**src/rtl/hdr_fifo_pkg.sv**
```systemverilog
// Shared defaults for the header FIFO: entry width, depth exponent,
// almost-full threshold and the pointer-width derivation.
package hdr_fifo_pkg;

  localparam int DEF_DATA_W    = 32;
  localparam int DEF_ADDR_W    = 4;
  localparam int DEF_AFULL_LVL = (1 << DEF_ADDR_W) - 2;

  // One extra wrap bit distinguishes full from empty when the low bits match.
  function automatic int ptr_w(input int addr_w);
    return addr_w + 1;
  endfunction

endpackage

```
**src/rtl/hdr_dpram.sv**
```systemverilog
// Simple dual-port RAM: one synchronous write port, one asynchronous read port.
// Intentionally unreset so it maps onto distributed RAM.
module hdr_dpram #(
  parameter int DATA_W = 32,
  parameter int ADDR_W = 4
) (
  input  logic              clk,
  input  logic              we,
  input  logic [ADDR_W-1:0] waddr,
  input  logic [DATA_W-1:0] wdata,
  input  logic [ADDR_W-1:0] raddr,
  output logic [DATA_W-1:0] rdata
);

  logic [DATA_W-1:0] mem [0:(1 << ADDR_W)-1];

  always_ff @(posedge clk) begin
    if (we) mem[waddr] <= wdata;
  end

  assign rdata = mem[raddr];

endmodule

```
**src/rtl/hdr_fifo.sv**
```systemverilog
// First-word-fall-through FIFO with wrap-bit pointers, registered almost_full,
// synchronous flush and a sticky overflow flag. Storage lives in hdr_dpram.
module hdr_fifo
  import hdr_fifo_pkg::*;
#(
  parameter int DATA_W    = DEF_DATA_W,
  parameter int ADDR_W    = DEF_ADDR_W,
  parameter int AFULL_LVL = (1 << ADDR_W) - 2
) (
  input  logic              clk,
  input  logic              rst,
  input  logic              flush,
  input  logic              wr_valid,
  output logic              wr_ready,
  input  logic [DATA_W-1:0] wr_data,
  output logic              rd_valid,
  input  logic              rd_ready,
  output logic [DATA_W-1:0] rd_data,
  output logic [ADDR_W:0]   count,
  output logic              almost_full,
  output logic              ovf_err
);

  localparam int PTR_W = ptr_w(ADDR_W);
  localparam logic [PTR_W-1:0] DEPTH_CNT = PTR_W'(1 << ADDR_W);
  localparam logic [PTR_W-1:0] AFULL_CNT = PTR_W'(AFULL_LVL);

  logic [PTR_W-1:0] wr_ptr, rd_ptr;
  logic [PTR_W-1:0] wr_ptr_nxt, rd_ptr_nxt;
  logic [PTR_W-1:0] count_nxt;
  logic             do_wr, do_rd;

  // Handshake: a transfer happens on a rising edge where valid and ready are
  // both high; wr_ready and rd_valid come from registered pointers only, so
  // neither depends combinationally on the other side's request.
  assign count    = wr_ptr - rd_ptr;
  assign wr_ready = (count != DEPTH_CNT);
  assign rd_valid = (count != '0);

  // Writes are suppressed during flush/rst so a discarded word never touches storage.
  assign do_wr = wr_valid & wr_ready & ~flush & ~rst;
  assign do_rd = rd_valid & rd_ready;

  always_comb begin
    wr_ptr_nxt = wr_ptr;
    rd_ptr_nxt = rd_ptr;
    if (flush) begin
      wr_ptr_nxt = '0;
      rd_ptr_nxt = '0;
    end else begin
      if (do_wr) wr_ptr_nxt = wr_ptr + 1'b1;
      if (do_rd) rd_ptr_nxt = rd_ptr + 1'b1;
    end
  end

  assign count_nxt = wr_ptr_nxt - rd_ptr_nxt;

  always_ff @(posedge clk) begin
    if (rst) begin
      wr_ptr      <= '0;
      rd_ptr      <= '0;
      almost_full <= 1'b0;
      ovf_err     <= 1'b0;
    end else begin
      wr_ptr      <= wr_ptr_nxt;
      rd_ptr      <= rd_ptr_nxt;
      almost_full <= (count_nxt >= AFULL_CNT);
      ovf_err     <= ovf_err | (wr_valid & ~wr_ready);
    end
  end

  hdr_dpram #(
    .DATA_W (DATA_W),
    .ADDR_W (ADDR_W)
  ) u_ram (
    .clk   (clk),
    .we    (do_wr),
    .waddr (wr_ptr[ADDR_W-1:0]),
    .wdata (wr_data),
    .raddr (rd_ptr[ADDR_W-1:0]),
    .rdata (rd_data)
  );

endmodule

```
**config.mk**
```make
export PLATFORM = sky130hd
export DESIGN_NAME = hdr_fifo
export DESIGN_NICKNAME = d
export VERILOG_FILES = /design/src/rtl/hdr_fifo_pkg.sv /design/src/rtl/hdr_dpram.sv /design/src/rtl/hdr_fifo.sv
export SDC_FILE = /design/constraint.sdc
export NUM_CORES = 1
export LEC_CHECK = 0
export BUFFER_PORTS_ARGS = -buffer_cell sky130_fd_sc_hd__buf_2
export CAP_MARGIN = 10
export CORE_MARGIN = 4
export CORE_UTILIZATION = 40
export CTS_BUF_LIST = sky130_fd_sc_hd__clkbuf_2 sky130_fd_sc_hd__clkbuf_4 sky130_fd_sc_hd__clkbuf_8
export CTS_CLUSTER_SIZE = 20
export DETAILED_ROUTE_END_ITERATION = 16
export GPL_TIMING_DRIVEN = 0
export PLACE_DENSITY = 0.62
export REMOVE_ABC_BUFFERS = 1
export SETUP_SLACK_MARGIN = 0.02
export SLEW_MARGIN = 20
export SYNTH_ARGS = -nofsm -noshare
export SYNTH_HDL_FRONTEND = slang
export SYNTH_SLANG_ARGS = --single-unit
```
**constraint.sdc**
```tcl
create_clock -name clk -period 7.8 [get_ports clk]
set_clock_uncertainty 0.05 [all_clocks]
set_input_delay 1.17 -clock clk [delete_from_list [all_inputs] [get_ports clk]]
set_output_delay 1.17 -clock clk [all_outputs]
set_load 0.01 [all_outputs]
```
==> results.md, run 1 <==
- The run finished with clean final reports.
- The core region is 0.0502 sq mm.
- The total global routing overflow is 0.
- The type of element launching the critical path is a flop.
- The synthesis warning total is 0.
- After synthesis, the cell types taking the most area are sky130_fd_sc_hd__edfxtp_1, sky130_fd_sc_hd__mux4_2, sky130_fd_sc_hd__dfxtp_1, sky130_fd_sc_hd__ha_1, sky130_fd_sc_hd__nor2_1.
- In this run the horizontal extent of the chip is 233 um.
- For this configuration, the core starts out at a cell density of 40.5%.
- The wire length of the first global-routing pass is 64.9 mm.
- The worst setup path is of the flop to output pin kind.
- The cell at the root of the clock tree is sky130_fd_sc_hd__clkbuf_8.
- The clock reaches the later pin of the worst-skew pair after 620 ps.
- The number of flops mapped to enable cells by yosys is 512.
- After the last flow step, the layout net total stands at 1082.
- The shortest clock period the worst path allows after layout is 4410 ps.
- In the routed layout, each cell is associated on average with a via count of 5.40.
- In this run the cell area of the synthesized design comes to 0.0203 sq mm.
- The area share of the largest cell type after synthesis is 75.7%.
- The clock input transition at the sequential cells of the worst setup and hold paths is 60 ps.
- The multi-input combinational cells in the finished layout cover a total of 0.00461 sq mm.
- Static timing analysis puts the maximum clock frequency at 227 MHz.
- The site row count is 82.
- In this run the post-CTS setup repair buffer count came out at 0.
- The worst hold path begins at ovf_err.
- In the routed design, unresolved DRC markers number 0.
- The type of the worst min-delay path is flop to flop.
- The longest clock path from root to sink contains 3 buffers.
- The number of max-capacitance violations reported is 0.
- The final critical path takes up 56.6% of the cycle.
- The TritonCTS clock tree is built.
- The area used by sequential logic in the layout is 0.0156 sq mm.
- Clock tree synthesis found a total of 524 sinks.
- For this run, asynchronously set or reset flops after synthesis account for 0%.
- The worst hold slack is 423 ps.
- The data arrival time of the critical path is 3190 ps.
- The accumulated negative setup slack is 0 ps.
- At the end of routability-driven placement, the weighted congestion stood at 0.741.
- The sequential element share of the synthesized area is 76.8%.
- The top-level port count is 78.
- The wire-length estimate of the detail-placed layout is 26.7 mm.
- The launch point of the worst path is rd_ptr[0].
- The count of buffers from port buffering is 77.
- The share of final-layout standard cells stronger than drive strength 1 is 40.0%.
- The count of placed standard cells including taps is 1619.
- The fill cell total of the finished layout is 3990.
- Synthesis inferred 524 register bits.
- The number of antenna violations at the first check in global routing is 2.
- The H-tree generated during clock tree synthesis spans 3 levels.
- The number of max-slew violations in the final report is 0.
- The die covers 0.0545 sq mm.
- The actual transition at the worst max-transition pin is 885 ps.
- The iteration-0 DRC count of the detailed router is 835.
- A synthesized cell averages 23.6 sq um.
- The reg-to-reg startpoint is rd_ptr[0].
- The type of element capturing the critical path is an output pin.
- The routed wirelength normalized by instance count is 24.6 um.
- The most used flip-flop cell after synthesis is sky130_fd_sc_hd__edfxtp_1.
- Setup repair after global routing left no endpoint under its margin.
- The floorplan step set the die height to 233 um.
- sky130_fd_sc_hd__edfxtp_1 takes more of the synthesized area than any other cell.
- The peak supply drop is 0.103 mV.
- The pre-antenna-repair detailed-routing pass consisted of 5 iterations.
- Once layout is complete, the cells apart from fillers number 1762.
- The maximum number of pins on one net before global-route repair is 47.
- The global router's overall resource usage is 16.3%.
- The detailed-route wire length is 43.4 mm.
- The number of hold buffers added after cts is 0.
- The setup slack at placement is 3330 ps.
- From synthesis to final layout, the design area changed by 18.0%.
- Setup violations remaining at the end of the flow were counted as 0.
- The static leakage is 7.53 nW.
- After synthesis, the netlist uses 45 different library cells.
- The worst slew margin relative to its limit is 40.7%.
- The number of standard cells after synthesis is 862.
- The number of instances resized during post-cts repair is 0.
- The number of endpoints with negative hold slack in the final report is 0.
- The critical path required time is 6580 ps.
- Counting the buffers created by CTS gives 81.
- The remaining antenna violation count after routing is 0.
- The smallest setup slack after layout is 3390 ps.
- The number of global-route vias before repair is 9881.
- In this run the worst path has a maximum fanout of 29.
- The total vias in the final route is 9513.
- In this run the power density over the cells is 226 mW/mm^2.
- The fraction of the core area covered by cells at the end of the flow is 47.8%.
[final timing paths]
path / endpoint / slack (ps) / depth (start not counted)
max: rd_data[4] / 3390 / 5
min: ovf_err / 420 / 2
max reg2reg: almost_full / 3390 / 15
min reg2reg: ovf_err / 420 / 2
[per-layer routing]
| layer | GRT usage [%] | vias to the layer above | wire, um |
|---|---|---|---|
| met3 | 3.78 | 65 | 2650 |
| met4 | 3.77 | 2 | 695 |
| met1 | 24.2 | 5139 | 19600 |
| met2 | 24.8 | 271 | 20500 |
| li1 | - | 4036 | - |
| met5 | 0 | - | 8 |
[sequential cells by signal (all words and copies together), names as in the netlist]
signal,count
almost_full,1
ovf_err,1
rd_ptr,5
wr_ptr,5
u_ram.mem,512
[cell type report]
| cell class | count | area share, % |
|---|---|---|
| multi-input cells | 283 | 19.2 |
| clock buffers | 108 | 5.55 |
| clock inverters | 34 | 0.673 |
| diodes | 1 | 0.0104 |
| repair buffers | 128 | 5.65 |
| flip-flops and latches | 524 | 65.2 |
| well taps | 672 | 3.51 |
| inverters | 12 | 0.198 |
[synthesized netlist by cell type (2+ instances only)]
master                        n
sky130_fd_sc_hd__clkbuf_1    23
sky130_fd_sc_hd__o2111ai_1    2
sky130_fd_sc_hd__nand3b_1     2
sky130_fd_sc_hd__nand3_1      2
sky130_fd_sc_hd__edfxtp_1   512
sky130_fd_sc_hd__and3b_1      2
sky130_fd_sc_hd__or2_2        2
sky130_fd_sc_hd__and3_1       2
sky130_fd_sc_hd__buf_1       20
sky130_fd_sc_hd__fa_1         2
sky130_fd_sc_hd__dfxtp_1     12
sky130_fd_sc_hd__mux2i_1      3
sky130_fd_sc_hd__xnor2_1      4
sky130_fd_sc_hd__a21oi_1      3
sky130_fd_sc_hd__nand4_1      4
sky130_fd_sc_hd__a21o_1       2
sky130_fd_sc_hd__nor2b_1      3
sky130_fd_sc_hd__mux4_2     160
sky130_fd_sc_hd__nor3_1      10
sky130_fd_sc_hd__or3_1        2
sky130_fd_sc_hd__inv_1       11
sky130_fd_sc_hd__nand2_1     11
sky130_fd_sc_hd__a221oi_1     2
sky130_fd_sc_hd__nand2b_1     4
sky130_fd_sc_hd__xor2_1       7
sky130_fd_sc_hd__nor2_1      24
sky130_fd_sc_hd__ha_1        13
[layout by cell type (no fill, tap or decap), types with 6 or more instances in the layout]
master	count
sky130_fd_sc_hd__edfxtp_1	512
sky130_fd_sc_hd__mux4_2	160
sky130_fd_sc_hd__clkbuf_8	83
sky130_fd_sc_hd__buf_2	77
sky130_fd_sc_hd__clkbuf_4	25
sky130_fd_sc_hd__buf_16	24
sky130_fd_sc_hd__clkinv_1	22
sky130_fd_sc_hd__buf_4	14
sky130_fd_sc_hd__nor2_1	13
sky130_fd_sc_hd__ha_1	13
sky130_fd_sc_hd__inv_1	11
sky130_fd_sc_hd__nand2_1	11
sky130_fd_sc_hd__nor2_4	11
sky130_fd_sc_hd__dfxtp_1	9
sky130_fd_sc_hd__xor2_1	7
sky130_fd_sc_hd__clkinv_2	7
sky130_fd_sc_hd__nor3_1	6
sky130_fd_sc_hd__buf_12	6
sky130_fd_sc_hd__buf_6	6
[worst max-delay path, cell delays in order (launching register included)]
cell	delay (ps)
sky130_fd_sc_hd__dfxtp_4	800
sky130_fd_sc_hd__buf_16	310
sky130_fd_sc_hd__buf_12	230
sky130_fd_sc_hd__mux4_2	520
sky130_fd_sc_hd__mux4_2	520
sky130_fd_sc_hd__buf_2	170
[report_power, final]
group | internal (mW) | switching (mW)
Clock | 1.11 | 1.01
Sequential | 3.10 | 0.00737
Combinational | 0.0893 | 0.103
Total | 4.29 | 1.12
[metrics by stage]
step	instance area (sq um)	total power, mW
after global placement	21400	3.37
final	24000	5.41
after floorplan	20200	3.28
after CTS	24000	5.48
after global routing	24000	5.62
after detailed placement	22500	3.36
[logic make-up (layout without fill, tap and decap cells)]
group / Yosys count / in the layout / share of synthesized area [%]
other: 0 / 1 / 0
adders and majority gates: 15 / 15 / 0.998
buffers and inverters: 55 / 282 / 1.02
AOI/OAI and AO/OA: 17 / 17 / 0.653
xor gates and xnor gates: 13 / 13 / 0.634
DFF: 524 / 524 / 76.8
and+or+nand+nor: 75 / 75 / 1.98
muxes: 163 / 163 / 17.9
Note: power is estimated with default switching activity, not from simulation.
==> run 2: changes to the inputs <==
==> constraint.sdc (replaced) <==
create_clock -name clk -period 4.4 [get_ports clk]
set_clock_uncertainty 0.05 [all_clocks]
set_input_delay 0.66 -clock clk [delete_from_list [all_inputs] [get_ports clk]]
set_output_delay 0.66 -clock clk [all_outputs]
set_load 0.01 [all_outputs]
==> run 2 against run 1 <==
Cell count up 0.40%. Clock power up 77%. Final area up 0.33%. Via count up 0.17%. Power up 77%. Non-clock buffer count up 6. Sequential share of layout area down 0.21 points. Die area unchanged. Sequential cell count unchanged. Core utilization up 0.16 points. Combinational power up 85%. Critical path type is now flop to flop. Critical endpoint is now almost_full.
==> results.md, run 2 (synthesis results as in run 1) <==
- At the pin with the least slew margin, the transition time is 775 ps.
- The buffer depth of the longest clock path is 3.
- Setup slack closes at 178 ps.
- The number of endpoints with negative hold slack in the final report came to 0.
- The peak supply drop is 0.186 mV.
- The final layout contains 1088 nets.
- The number of setup violations in the final report is 0.
- After floorplanning, the core was divided into 82 placement rows.
- Once detail routing completed, the nets flagged for antenna violations numbered 0.
- The die is 233 um wide.
- The run finished with clean final reports.
- The post-synthesis to final-layout area growth is 18.4%.
- The count of buffers from port buffering is 77.
- Leaving out fill and tap cells, the most frequent cells in the layout are sky130_fd_sc_hd__edfxtp_1, sky130_fd_sc_hd__mux4_2, sky130_fd_sc_hd__clkbuf_8, sky130_fd_sc_hd__buf_2.
- The register-to-register setup slack is 180 ps.
- Measured along the y axis, the die boundary spans 233 um.
- The register with the most flip-flops in the layout has 512 of them.
- Across all layers, the routed design uses 9529 vias.
- In this run, the number of DRC markers left after iteration 0 of detailed routing was 849.
- Headroom to the max-slew limit came out at 48.1%.
- The worst hold path was traced through 3 stages.
- Setup repair after global routing left no endpoint under its margin.
- The number of antenna violations at the first check in global routing is 3.
- Entering global routing, the biggest net connects 47 pins.
- The total power per unit cell area is 399 mW/mm^2.
- Data on the critical path is required at its endpoint by 4910 ps.
- The starting utilization of the core area is 40.5%.
- The shortest clock period the worst path allows after layout is 4220 ps.
- The total global routing overflow is 0.
- The share of the clock period used by the worst path is 96.0%.
- For the worst setup path, the data arrival time is 4730 ps.
- OpenSTA, run right after detailed placement, puts the worst setup slack at -65.1 ps.
- The H-tree was split into 3 levels.
- The fraction of the core area covered by cells at the end of the flow is 47.9%.
- The number of hold buffers added after cts is 0.
- The type of element launching the critical path is a flop.
- The clock input transition at the sequential cells of the worst setup and hold paths is 60 ps.
- Summed over all layers, the routed wires come to 43.7 mm.
- The first TritonRoute pass finished after 5 iterations.
- The commonest non-fill, non-tap cell in the layout is sky130_fd_sc_hd__edfxtp_1.
- The final weighted congestion in routability-driven placement is 0.741.
- 78 I/O pins were placed.
- The share of final-layout standard cells stronger than drive strength 1 is 40.7%.
- The launch point of the worst path is wr_ptr[3].
- The first global-routing pass estimated 65.0 mm of wire.
- The routed wirelength normalized by instance count is 24.7 um.
- The TritonCTS clock tree is built.
- The number of max-slew violations in the final report is 0.
- In the routed design, unresolved DRC markers number 0.
- u_ram.mem holds more flip-flops than any other register.
- The number of global-route vias before repair is 9898.
- For the worst-skew pair, the clock arrives at the later sink with an insertion delay of 620 ps.
- The largest fanout on the critical path is 10.
- Buffers inserted during clock tree synthesis total 81.
- The mean number of vias per cell is 5.39.
- The reg-to-reg startpoint is wr_ptr[3].
- The type of the worst min-delay path is input pin to flop.
- The total area inside the core boundary comes to 0.0502 sq mm.
- The path with the worst hold slack has its endpoint at ovf_err.
- After legalization and detailed placement, the total HPWL measured 26.7 mm.
- Global routing consumed, over all layers together, 16.3% of the routing resources.
- The capturing point of the worst reg2reg path is almost_full.
- In this run the most critical hold path is launched from wr_valid.
- The cell at the root of the clock tree is sky130_fd_sc_hd__clkbuf_8.
- The type of element capturing the critical path is a flop.
- The analysis attributes to cell leakage a power of 7.57 nW.
- The number of clock sinks seen by CTS is 524.
- The number of max-capacitance violations reported is 0.
- The number of cells on the worst reg-to-reg path is 15.
- The classification of the worst setup path is flop to flop.
- Derived from the worst setup path, the maximum achievable clock frequency is 237 MHz.
- The floorplan die area is 0.0545 sq mm.
- In the final layout, the registers with the most flip-flops are u_ram.mem: 512 flops, rd_ptr: 5 flops, wr_ptr: 5 flops.
run 2: changes by cell type in the layout (fill, tap and decap cells not counted):
cell and change:
sky130_fd_sc_hd__and3_1 -1, sky130_fd_sc_hd__and3_2 +1, sky130_fd_sc_hd__buf_16 +1, sky130_fd_sc_hd__buf_4 +5
sky130_fd_sc_hd__dfxtp_1 -2, sky130_fd_sc_hd__dfxtp_2 +2, sky130_fd_sc_hd__diode_2 +1, sky130_fd_sc_hd__nor2b_1 -1
sky130_fd_sc_hd__nor2b_2 +1, sky130_fd_sc_hd__nor3_2 -1, sky130_fd_sc_hd__nor3_4 +1
run 2: power by group:
group          internal (mW)  switching, mW
Sequential              5.49        0.00383
Combinational          0.163          0.194
Clock                   1.97           1.79
run 2: how the worst max path moves through the flow:
stage / to
2_1_floorplan: u_ram.mem[0][0]
3_3_place_gp: u_ram.mem[1][9]
3_5_place_dp: u_ram.mem[0][18]
4_1_cts: almost_full
5_1_grt: almost_full
6_report: almost_full
run 2: area by class of cell:
cell class,count,area (sq um)
Fill cell,3977,26100
Sequential cell,524,15600
Multi-Input combinational cell,283,4620
Timing Repair Buffer,134,1420
Clock buffer,108,1330
Tap cell,672,841
Clock inverter,34,161
Inverter,12,47.5
Antenna cell,2,5.00
run 2: critical path, stage by stage (launching register included):
cell and delay (ps):
sky130_fd_sc_hd__dfxtp_1 660, sky130_fd_sc_hd__ha_1 380, sky130_fd_sc_hd__or2_2 330, sky130_fd_sc_hd__o21a_1 170
sky130_fd_sc_hd__xnor2_2 300, sky130_fd_sc_hd__inv_1 130, sky130_fd_sc_hd__nand2_1 110, sky130_fd_sc_hd__and3_2 260
sky130_fd_sc_hd__xnor2_1 140, sky130_fd_sc_hd__nand2b_1 100, sky130_fd_sc_hd__ha_1 240, sky130_fd_sc_hd__fa_1 430
sky130_fd_sc_hd__xor2_1 170, sky130_fd_sc_hd__nor2_1 130, sky130_fd_sc_hd__or4b_1 450, sky130_fd_sc_hd__nand4_1 110
run 2: per-stage QoR:
step	setup TNS [ps]	power [mW]	cells	cell area [sq um]	hold WS, ps
6_report	0	9.60	1769	24100	255
5_1_grt	0	9.97	1767	24000	247
4_1_cts	0	9.71	1762	24000	210
3_5_place_dp	-533	5.95	1619	22500	411
3_3_place_gp	-5344350	5.97	1568	21400	399
2_1_floorplan	-2628190	5.82	819	20200	455
run 2: layer usage:
metal | global-route usage, % | vias up | routed length (um)
met5 | 0 | - | 8
met1 | 24.2 | 5132 | 19600
met3 | 3.80 | 64 | 2720
li1 | - | 4045 | -
met4 | 3.77 | 2 | 668
met2 | 24.9 | 286 | 20700
run 2: repair_timing:
| action | in CTS | in global routing |
|---|---|---|
| buffers inserted | 1 | 5 |
| gates resized for setup | 1 | 4 |
| pin swaps | 0 | 1 |
| setup endpoints to repair | 13 | 15 |
